`config.mk`:
```
export PLATFORM = sky130hd
export DESIGN_NAME = if_prefetch_queue
export DESIGN_NICKNAME = d
export VERILOG_FILES = /design/src/rtl/if_prefetch_queue.sv
export SDC_FILE = /design/constraint.sdc
export NUM_CORES = 1
export LEC_CHECK = 0
export ABC_CLOCK_PERIOD_IN_PS = 6090
export CORE_ASPECT_RATIO = 0.7
export CORE_MARGIN = 4
export CORE_UTILIZATION = 35
export CTS_BUF_LIST = sky130_fd_sc_hd__clkbuf_16
export DETAILED_ROUTE_END_ITERATION = 12
export SYNTH_ARGS = -nofsm -noshare
export SYNTH_HDL_FRONTEND = slang
export SYNTH_SLANG_ARGS = --single-unit
```
`constraint.sdc`:
```
create_clock -name CLK -period 6.09 [get_ports CLK]
set_clock_uncertainty 0.2 [all_clocks]
set_input_delay 1.5225 -clock CLK [delete_from_list [all_inputs] [get_ports CLK]]
set_output_delay 1.5225 -clock CLK [all_outputs]
set_load 0.02 [all_outputs]
```
`src/rtl/if_prefetch_queue.sv`:
```
// Instruction-fetch front end: sequential reads into a small FIFO that feeds IF/ID; J flushes and redirects.
// Build option IF_PREFETCH_STATS_EN adds saturating flush / empty-pop event counters.
module if_prefetch_queue #(
   parameter int          DEPTH    = 4,
   parameter int          PC_STEP  = 4,
   parameter logic [31:0] NOP_WORD = 32'h0000_0000
) (
   input  logic                     CLK,
   input  logic                     RST,
   input  logic                     LE,
   input  logic                     J,
   input  logic [7:0]               TA,
   output logic                     IMEM_RD,
   output logic [7:0]               IMEM_ADDR,
   input  logic [31:0]              IMEM_DATA,
   output logic [7:0]               front_address,
   output logic [31:0]              fetched_instruction,
   output logic                     VALID,
`ifdef IF_PREFETCH_STATS_EN
   output logic [15:0]              STAT_FLUSHES,
   output logic [15:0]              STAT_EMPTY,
`endif
   output logic [$clog2(DEPTH):0]   COUNT
);

   localparam int AW = $clog2(DEPTH);
   localparam int CW = AW + 1;
   localparam logic [CW:0] DEPTH_W = (CW+1)'(DEPTH);

   logic [7:0]    r_pc;
   logic          r_inflight;
   logic [7:0]    r_inflight_addr;
   logic [AW-1:0] r_rd_ptr;
   logic [AW-1:0] r_wr_ptr;
   logic [CW-1:0] r_count;
   logic [31:0]   r_mem_data [DEPTH];
   logic [7:0]    r_mem_addr [DEPTH];

   logic [CW:0]   w_occ;
   logic          w_issue;
   logic          w_valid;
   logic          w_push;
   logic          w_pop;

   // A request is only issued when its FIFO slot is already guaranteed, so pushes never overflow.
   assign w_occ   = {1'b0, r_count} + {{CW{1'b0}}, r_inflight};
   assign w_issue = !RST && !J && (w_occ < DEPTH_W);
   assign w_valid = (r_count != '0);
   assign w_push  = r_inflight;
   assign w_pop   = LE && w_valid;

   assign IMEM_RD             = w_issue;
   assign IMEM_ADDR           = r_pc;
   assign VALID               = w_valid;
   assign COUNT               = r_count;
   assign front_address       = w_valid ? r_mem_addr[r_rd_ptr] : r_pc;
   assign fetched_instruction = w_valid ? r_mem_data[r_rd_ptr] : NOP_WORD;

   always_ff @(posedge CLK) begin
      if (RST) begin
         r_pc            <= '0;
         r_inflight      <= 1'b0;
         r_inflight_addr <= '0;
         r_rd_ptr        <= '0;
         r_wr_ptr        <= '0;
         r_count         <= '0;
      end else if (J) begin
         // the in-flight response belongs to the abandoned path and is dropped
         r_pc       <= TA;
         r_inflight <= 1'b0;
         r_rd_ptr   <= '0;
         r_wr_ptr   <= '0;
         r_count    <= '0;
      end else begin
         r_inflight <= w_issue;
         if (w_issue) begin
            r_pc            <= r_pc + 8'(PC_STEP);
            r_inflight_addr <= r_pc;
         end
         if (w_push) r_wr_ptr <= r_wr_ptr + AW'(1);
         if (w_pop)  r_rd_ptr <= r_rd_ptr + AW'(1);
         if (w_push && !w_pop)      r_count <= r_count + CW'(1);
         else if (!w_push && w_pop) r_count <= r_count - CW'(1);
      end
   end

   always_ff @(posedge CLK) begin
      if (!RST && !J && w_push) begin
         r_mem_data[r_wr_ptr] <= IMEM_DATA;
         r_mem_addr[r_wr_ptr] <= r_inflight_addr;
      end
   end

`ifdef IF_PREFETCH_STATS_EN
   logic [15:0] r_stat_flushes;
   logic [15:0] r_stat_empty;

   always_ff @(posedge CLK) begin
      if (RST) begin
         r_stat_flushes <= '0;
         r_stat_empty   <= '0;
      end else begin
         if (J && r_stat_flushes != 16'hFFFF)
            r_stat_flushes <= r_stat_flushes + 16'd1;
         if (LE && !w_valid && r_stat_empty != 16'hFFFF)
            r_stat_empty <= r_stat_empty + 16'd1;
      end
   end

   assign STAT_FLUSHES = r_stat_flushes;
   assign STAT_EMPTY   = r_stat_empty;
`endif

endmodule

```
==> flow_metrics.env, run 1 <==
export IMPL_status="finished clean"
export IMPL_grt_max_degree=45
export IMPL_antenna_found_initial=0
export IMPL_cts_setup_buffers=0
export IMPL_worst_pin_slew_ns=1.14
export IMPL_routed_wirelength_um=14100
export IMPL_grt_pass1_wl_um=22000
export IMPL_dieHeight_um=129
export IMPL_finalCritPeriodShare_pct=85.4
export IMPL_slew_viol_final=0
export IMPL_synth_edff_count=160
export IMPL_synth_cells=387
export IMPL_grt_pass1_vias=3947
export IMPL_cap_violations=0
export IMPL_holdBufCountCts=0
export IMPL_power_density_mw_per_mm2=294
export IMPL_route_detailed_drc=0
export IMPL_crit_slowest_cell="clkdlybuf4s50_1"
export IMPL_initial_core_util_pct=36.1
export IMPL_synth_flop_cell="edfxtp_1"
export IMPL_yosysTopAreaCellShare_pct=66.1
export IMPL_pin_count=97
export IMPL_path_max_fanout=16
export IMPL_overflow=0
export IMPL_crit_arrival_ns=3.48
export IMPL_path_class="in2out"
export IMPL_r2r_start="COUNT[0]$_SDFFE_PP0P_"
export IMPL_die_x_um=180
export IMPL_routabilityCongestion=0.715
export IMPL_clockBufferDepth=2
export IMPL_drive_above_1_share_pct=18.1
export IMPL_globalRouteTotalUtil_pct=12.6
export IMPL_cp_num_buf_inv=5
export IMPL_fin_area_mm2=0.00903
export IMPL_synthArstFlopShare_pct=0
export IMPL_placed_area_mm2=0.00851
export IMPL_seq_power_share_pct=53.3
export IMPL_synth_area_mm2=0.00727
export IMPL_hold_start="r_inflight_addr[0]$_SDFFE_PP0P_"
export IMPL_dieArea_mm2=0.0232
export IMPL_cts_sinks=186
export IMPL_ys_seq_area_share_pct=73.2
export IMPL_wire_per_inst_um=18.2
export IMPL_syn_nets=438
export IMPL_viasPerCell=4.76
export IMPL_yosys_warnings=0
export IMPL_root_buffer="clkbuf_16"
export IMPL_synth_cell_types=38
export IMPL_numCtsBuffers=17
export IMPL_rsz0062_at_grt="no"
export IMPL_switchingPower_uw=584
export IMPL_antenna_left=0
export IMPL_peakVddDrop_v=0.000159
export IMPL_htreeDepth=4
export IMPL_cts_clk_slew_worst_paths_ns=0.06
export IMPL_fmax_ghz=0.192
export IMPL_finalHoldViolations=0
export IMPL_setup_tns_ns=0
export IMPL_slew_headroom_pct=23.7
export IMPL_vias=3676
export IMPL_num_rows=43
export IMPL_sw_frac_of_total_pct=22.0
export IMPL_io_buffer_count=96
export IMPL_min_period_ns=5.20
export IMPL_drt_iter0_drc=283
export IMPL_post_cts_resized=0
export IMPL_yosysMostFrequentCell="edfxtp_1"
export IMPL_setup_viol=0
export IMPL_p_leak_uw=0.00293
export IMPL_worstPathCellList="clkdlybuf4s50_1 > buf_4 > nor2_2 > nand3b_2 > buf_4 > inv_2 > clkdlybuf4s50_1"
export IMPL_synth_top_area_cell="edfxtp_1"
export IMPL_syn_avg_cell_area_um2=18.8
export IMPL_hold_path_class="reg2reg"
export IMPL_clockPowerShare_pct=36.2
export IMPL_cp_startpoint="J"
export IMPL_worst_setup_path_start_kind="input pin"
export IMPL_nNetsFinal=540
export IMPL_max_stage_delay_ns=0.67
export IMPL_drt_pass1_iterations=5
export IMPL_synth_seq_cells=186
export IMPL_cts_tree="yes"
export IMPL_netlist_top_cells_area="edfxtp_1 66%, mux4_2 12%, dfxtp_1 7.2%"
export IMPL_area_growth_syn_to_layout_pct=24.2
export IMPL_combPwrFrac_pct=10.5
export IMPL_critPathTopFamily="buffers and inverters"
export IMPL_clock_latency_ns=0.42
export IMPL_hpwl_um=8710
export IMPL_cp_required_ns=4.37
export IMPL_endpoint_kind="output pin"
export IMPL_core_area_mm2=0.0201
export IMPL_internal_power_uw=2070
export IMPL_synthTopCellsByCount="160 x edfxtp_1, 40 x mux4_2, 33 x and2_1"
-- cell families (layout without fill, tap and decap cells) --
group,count (synthesis),in the layout,synth area share (%)
and+or+nand+nor,83,83,5.95
other,0,1,0
buffers and inverters,28,143,2.12
muxes,53,53,14.7
AOI/OAI and AO/OA,25,25,2.13
adders and majority gates,7,7,1.31
xor gates and xnor gates,5,5,0.602
DFF,186,186,73.2
-- tightest hold or removal path, cell delays in order, from the launching register on --
cell,delay (ns)
dfxtp_1,0.34
nand2_1,0.06
a21oi_1,0.05
-- registers in the layout, indices dropped and copies added, names as in the netlist, named ones only --
signal           flops
COUNT                3
IMEM_ADDR            8
r_inflight           1
r_inflight_addr      8
r_mem_addr          32
r_mem_data         128
r_rd_ptr             2
r_wr_ptr             2
-- final cells by class --
cell class,instances,area (µm²)
Tap cell,270,338
Clock buffer,18,450
Timing Repair Buffer,103,1010
Clock inverter,14,71.3
Inverter,8,30.0
Antenna cell,1,2.50
Multi-Input combinational cell,173,1800
Sequential cell,186,5330
Fill cell,1773,11100
-- power by group through the flow --
stage                     Combinational [µW]  Sequential (µW)  Clock, µW
after detailed placement                 283             1440          0
after floorplan                          150             1440          0
final                                    280             1410        962
after CTS                                284             1420        995
after global routing                     301             1420       1050
after global placement                   280             1440          0
-- cells in the final DEF, fill, tap and decap left out, types with 7 or more instances in the layout --
cell type,instances
a21oi_1,11
edfxtp_1,160
nor2_1,11
buf_4,7
mux2_4,7
dfxtp_1,24
nand3_1,7
nand2_1,22
clkdlybuf4s50_1,96
clkbuf_16,18
inv_1,13
and2_1,33
mux4_2,40
-- final timing paths --
check | slack [ns] | endpoint | cells after the start
worst max-delay path | 0.89 | IMEM_RD | 7
worst min-delay path | 0.30 | r_inflight_addr[0]$_SDFFE_PP0P_ | 2
worst max register to register | 2.93 | COUNT[2]$_SDFFE_PP0P_ | 8
worst min register to register | 0.30 | r_inflight_addr[0]$_SDFFE_PP0P_ | 2
-- stage by stage --
| step | hold slack, ns | instances | util (%) | total power [µW] | setup WS, ns |
|---|---|---|---|---|---|
| final | 0.301 | 773 | 44.9 | 2660 | 0.892 |
| after global routing | 0.329 | 772 | 44.9 | 2770 | 0.793 |
| after CTS | 0.305 | 772 | 44.9 | 2690 | 0.886 |
| after detailed placement | 0.295 | 740 | 42.3 | 1730 | 0.886 |
| after global placement | 0.285 | 740 | 42.3 | 1720 | 0.895 |
| after floorplan | 0.260 | 387 | - | 1590 | 2.10 |
-- layer usage --
layer	GRT usage (%)	vias up	share of wire (%)
met1	17.0	1834	46
li1	-	1707	-
met2	19.8	123	46
met3	4.38	12	7.6
met5	0	-	0
met4	3.47	0	0.94
Note: power is estimated with default switching activity, not from simulation.
==> inputs of run 2 (changes only) <==
--- a/config.mk
+++ b/config.mk
@@ -8,9 +8,10 @@
 export ABC_CLOCK_PERIOD_IN_PS = 6090
 export CORE_ASPECT_RATIO = 0.7
 export CORE_MARGIN = 4
-export CORE_UTILIZATION = 35
+export CORE_UTILIZATION = 45
 export CTS_BUF_LIST = sky130_fd_sc_hd__clkbuf_16
 export DETAILED_ROUTE_END_ITERATION = 12
+export PLACE_DENSITY = 0.67
 export SYNTH_ARGS = -nofsm -noshare
 export SYNTH_HDL_FRONTEND = slang
 export SYNTH_SLANG_ARGS = --single-unit
==> run 2 against run 1 <==
Critical path depth shrank 1. Die area is 21% lower. Total power increased by 1.4%. Worst hold slack worse by 0.00085 ns. First-iteration DRC count is 29% lower. Via count is the same. Design area is 1.3% lower. Worst setup slack got worse by 0.16 ns. Largest cell class unchanged. Final cell count shrank 9.8%.
==> flow_metrics.env, run 2 (synthesized netlist as in run 1, its figures left out) <==
export IMPL_final_cells=697
export IMPL_antenna_left=0
export IMPL_sw_frac_of_total_pct=22.3
export IMPL_globalRouteTotalUtil_pct=15.5
export IMPL_vias=3676
export IMPL_dieArea_mm2=0.0183
export IMPL_holdBufCountCts=0
export IMPL_peakVddDrop_v=0.000261
export IMPL_dieHeight_um=114
export IMPL_num_rows=38
export IMPL_status="finished clean"
export IMPL_finalCritPeriodShare_pct=88.1
export IMPL_antenna_found_initial=0
export IMPL_final_common_cell="edfxtp_1"
export IMPL_hold_path_class="reg2reg"
export IMPL_setup_viol=0
export IMPL_cap_violations=0
export IMPL_path_max_fanout=16
export IMPL_rsz0062_at_grt="no"
export IMPL_endpoint_kind="output pin"
export IMPL_wire_per_inst_um=19.3
export IMPL_p_leak_uw=0.00290
export IMPL_reg2reg_slack_ns=3.06
export IMPL_cp_required_ns=4.37
export IMPL_combPwrFrac_pct=10.2
export IMPL_drt_pass1_iterations=4
export IMPL_routabilityCongestion=0.794
export IMPL_crit_arrival_ns=3.64
export IMPL_grt_pass1_vias=3893
export IMPL_drive_above_1_share_pct=18.1
export IMPL_min_period_ns=5.36
export IMPL_nNetsFinal=535
export IMPL_seq_power_share_pct=52.5
export IMPL_largest_register="r_mem_data"
export IMPL_numCtsBuffers=17
export IMPL_cts_sinks=186
export IMPL_fmax_ghz=0.186
export IMPL_core_area_mm2=0.0157
export IMPL_crit_slowest_cell="clkdlybuf4s50_1"
export IMPL_num_fill_cells=1194
export IMPL_cts_setup_buffers=0
export IMPL_clockPowerShare_pct=37.3
export IMPL_area_growth_syn_to_layout_pct=22.6
export IMPL_switchingPower_uw=602
export IMPL_route_detailed_drc=0
export IMPL_largest_reg_flops=128
export IMPL_finalHoldViolations=0
export IMPL_post_cts_resized=0
export IMPL_dp_cells=665
export IMPL_antenna_cells=0
export IMPL_grt_pass1_wl_um=21300
export IMPL_clock_latency_ns=0.42
export IMPL_die_x_um=160
export IMPL_slew_headroom_pct=24.3
export IMPL_worst_setup_path_start_kind="input pin"
export IMPL_layout_common_cells="160 x edfxtp_1, 96 x clkdlybuf4s50_1, 40 x mux4_2"
export IMPL_critPathTopFamily="buffers and inverters"
export IMPL_worstPathCellList="clkdlybuf4s50_1 > buf_4 > nor2_2 > nand3b_2 > inv_2 > clkdlybuf4s50_1"
export IMPL_hpwl_um=7920
export IMPL_max_stage_delay_ns=0.67
export IMPL_grt_max_degree=45
export IMPL_cpMostUsedCell="clkdlybuf4s50_1"
export IMPL_pin_count=97
export IMPL_slew_viol_final=0
export IMPL_largestRegisters="r_mem_data x128, r_mem_addr x32"
export IMPL_viasPerCell=5.27
export IMPL_cp_num_buf_inv=4
export IMPL_worst_pin_slew_ns=1.14
export IMPL_io_buffer_count=96
export IMPL_path_class="in2out"
export IMPL_cts_clk_slew_worst_paths_ns=0.06
export IMPL_cts_tree="yes"
export IMPL_initial_core_util_pct=46.3
export IMPL_internal_power_uw=2090
export IMPL_routed_wirelength_um=13400
export IMPL_setup_tns_ns=0
export IMPL_clockBufferDepth=2
export IMPL_htreeDepth=4
export IMPL_root_buffer="clkbuf_16"
export IMPL_power_density_mw_per_mm2=302
export IMPL_overflow=0
export IMPL_fin_util_pct=56.8
export IMPL_drt_iter0_drc=202
-- run 2: cell count changes in the layout (fill, tap and decap cells not counted) --
cell       before  now
buf_4           7    2
bufinv_16       0    1
clkbuf_16      18   17
clkinv_1        0    1
clkinv_2        3    5
clkinv_4        2    1
diode_2         1    0
inv_1          13    8
inv_4           0    3
-- run 2: final timing paths --
check,from,end,cells after the start
worst max-delay path,J,IMEM_RD,6
worst min-delay path,IMEM_ADDR[0]$_SDFFE_PP0P_,r_inflight_addr[0]$_SDFFE_PP0P_,2
worst max register to register,COUNT[0]$_SDFFE_PP0P_,COUNT[2]$_SDFFE_PP0P_,8
worst min register to register,IMEM_ADDR[0]$_SDFFE_PP0P_,r_inflight_addr[0]$_SDFFE_PP0P_,2
-- run 2: power groups by stage --
stage                     combinational [µW]  clock, µW  sequential, µW
final                                    276       1000            1410
after floorplan                          150          0            1440
after global placement                   275          0            1440
after detailed placement                 279          0            1440
after global routing                     296       1080            1420
after CTS                                280       1020            1420
-- run 2: worst register-to-register path, cell delays in order (launching register included) --
cell     delay, ns
dfxtp_1       0.36
or3_2         0.89
nand2_1       0.27
ha_1          0.21
inv_1         0.06
fa_1          0.37
xor2_1        0.18
or3_1         0.30
a21oi_1       0.13
-- run 2: metrics by stage --
| step | area [µm²] | total power (µW) | hold slack [ns] | worst slack [ns] |
|---|---|---|---|---|
| 6_report | 8920 | 2700 | 0.300 | 0.727 |
| 3_3_place_gp | 8390 | 1720 | 0.291 | 0.831 |
| 4_1_cts | 8920 | 2710 | 0.303 | 0.731 |
| 2_1_floorplan | 7270 | 1590 | 0.260 | 2.10 |
| 3_5_place_dp | 8390 | 1720 | 0.291 | 0.736 |
| 5_1_grt | 8920 | 2790 | 0.324 | 0.576 |
-- run 2: cell type report --
cell class	count	area, µm²	share of cell area [%]
sequential	186	5330	59.8
multi-input combinational	173	1800	20.2
timing repair buffer	98	976	10.9
clock buffer	17	425	4.77
tap	200	250	2.81
clock inverter	15	106	1.19
inverter	8	30.0	0.337
-- run 2: metal layers --
| layer | track usage, % | up-vias | part of all wire (%) |
|---|---|---|---|
| met5 | 0 | - | 0 |
| met1 | 20.5 | 1863 | 46 |
| met3 | 5.33 | 15 | 5.3 |
| li1 | - | 1713 | - |
| met2 | 24.4 | 85 | 47 |
| met4 | 4.99 | 0 | 1.3 |
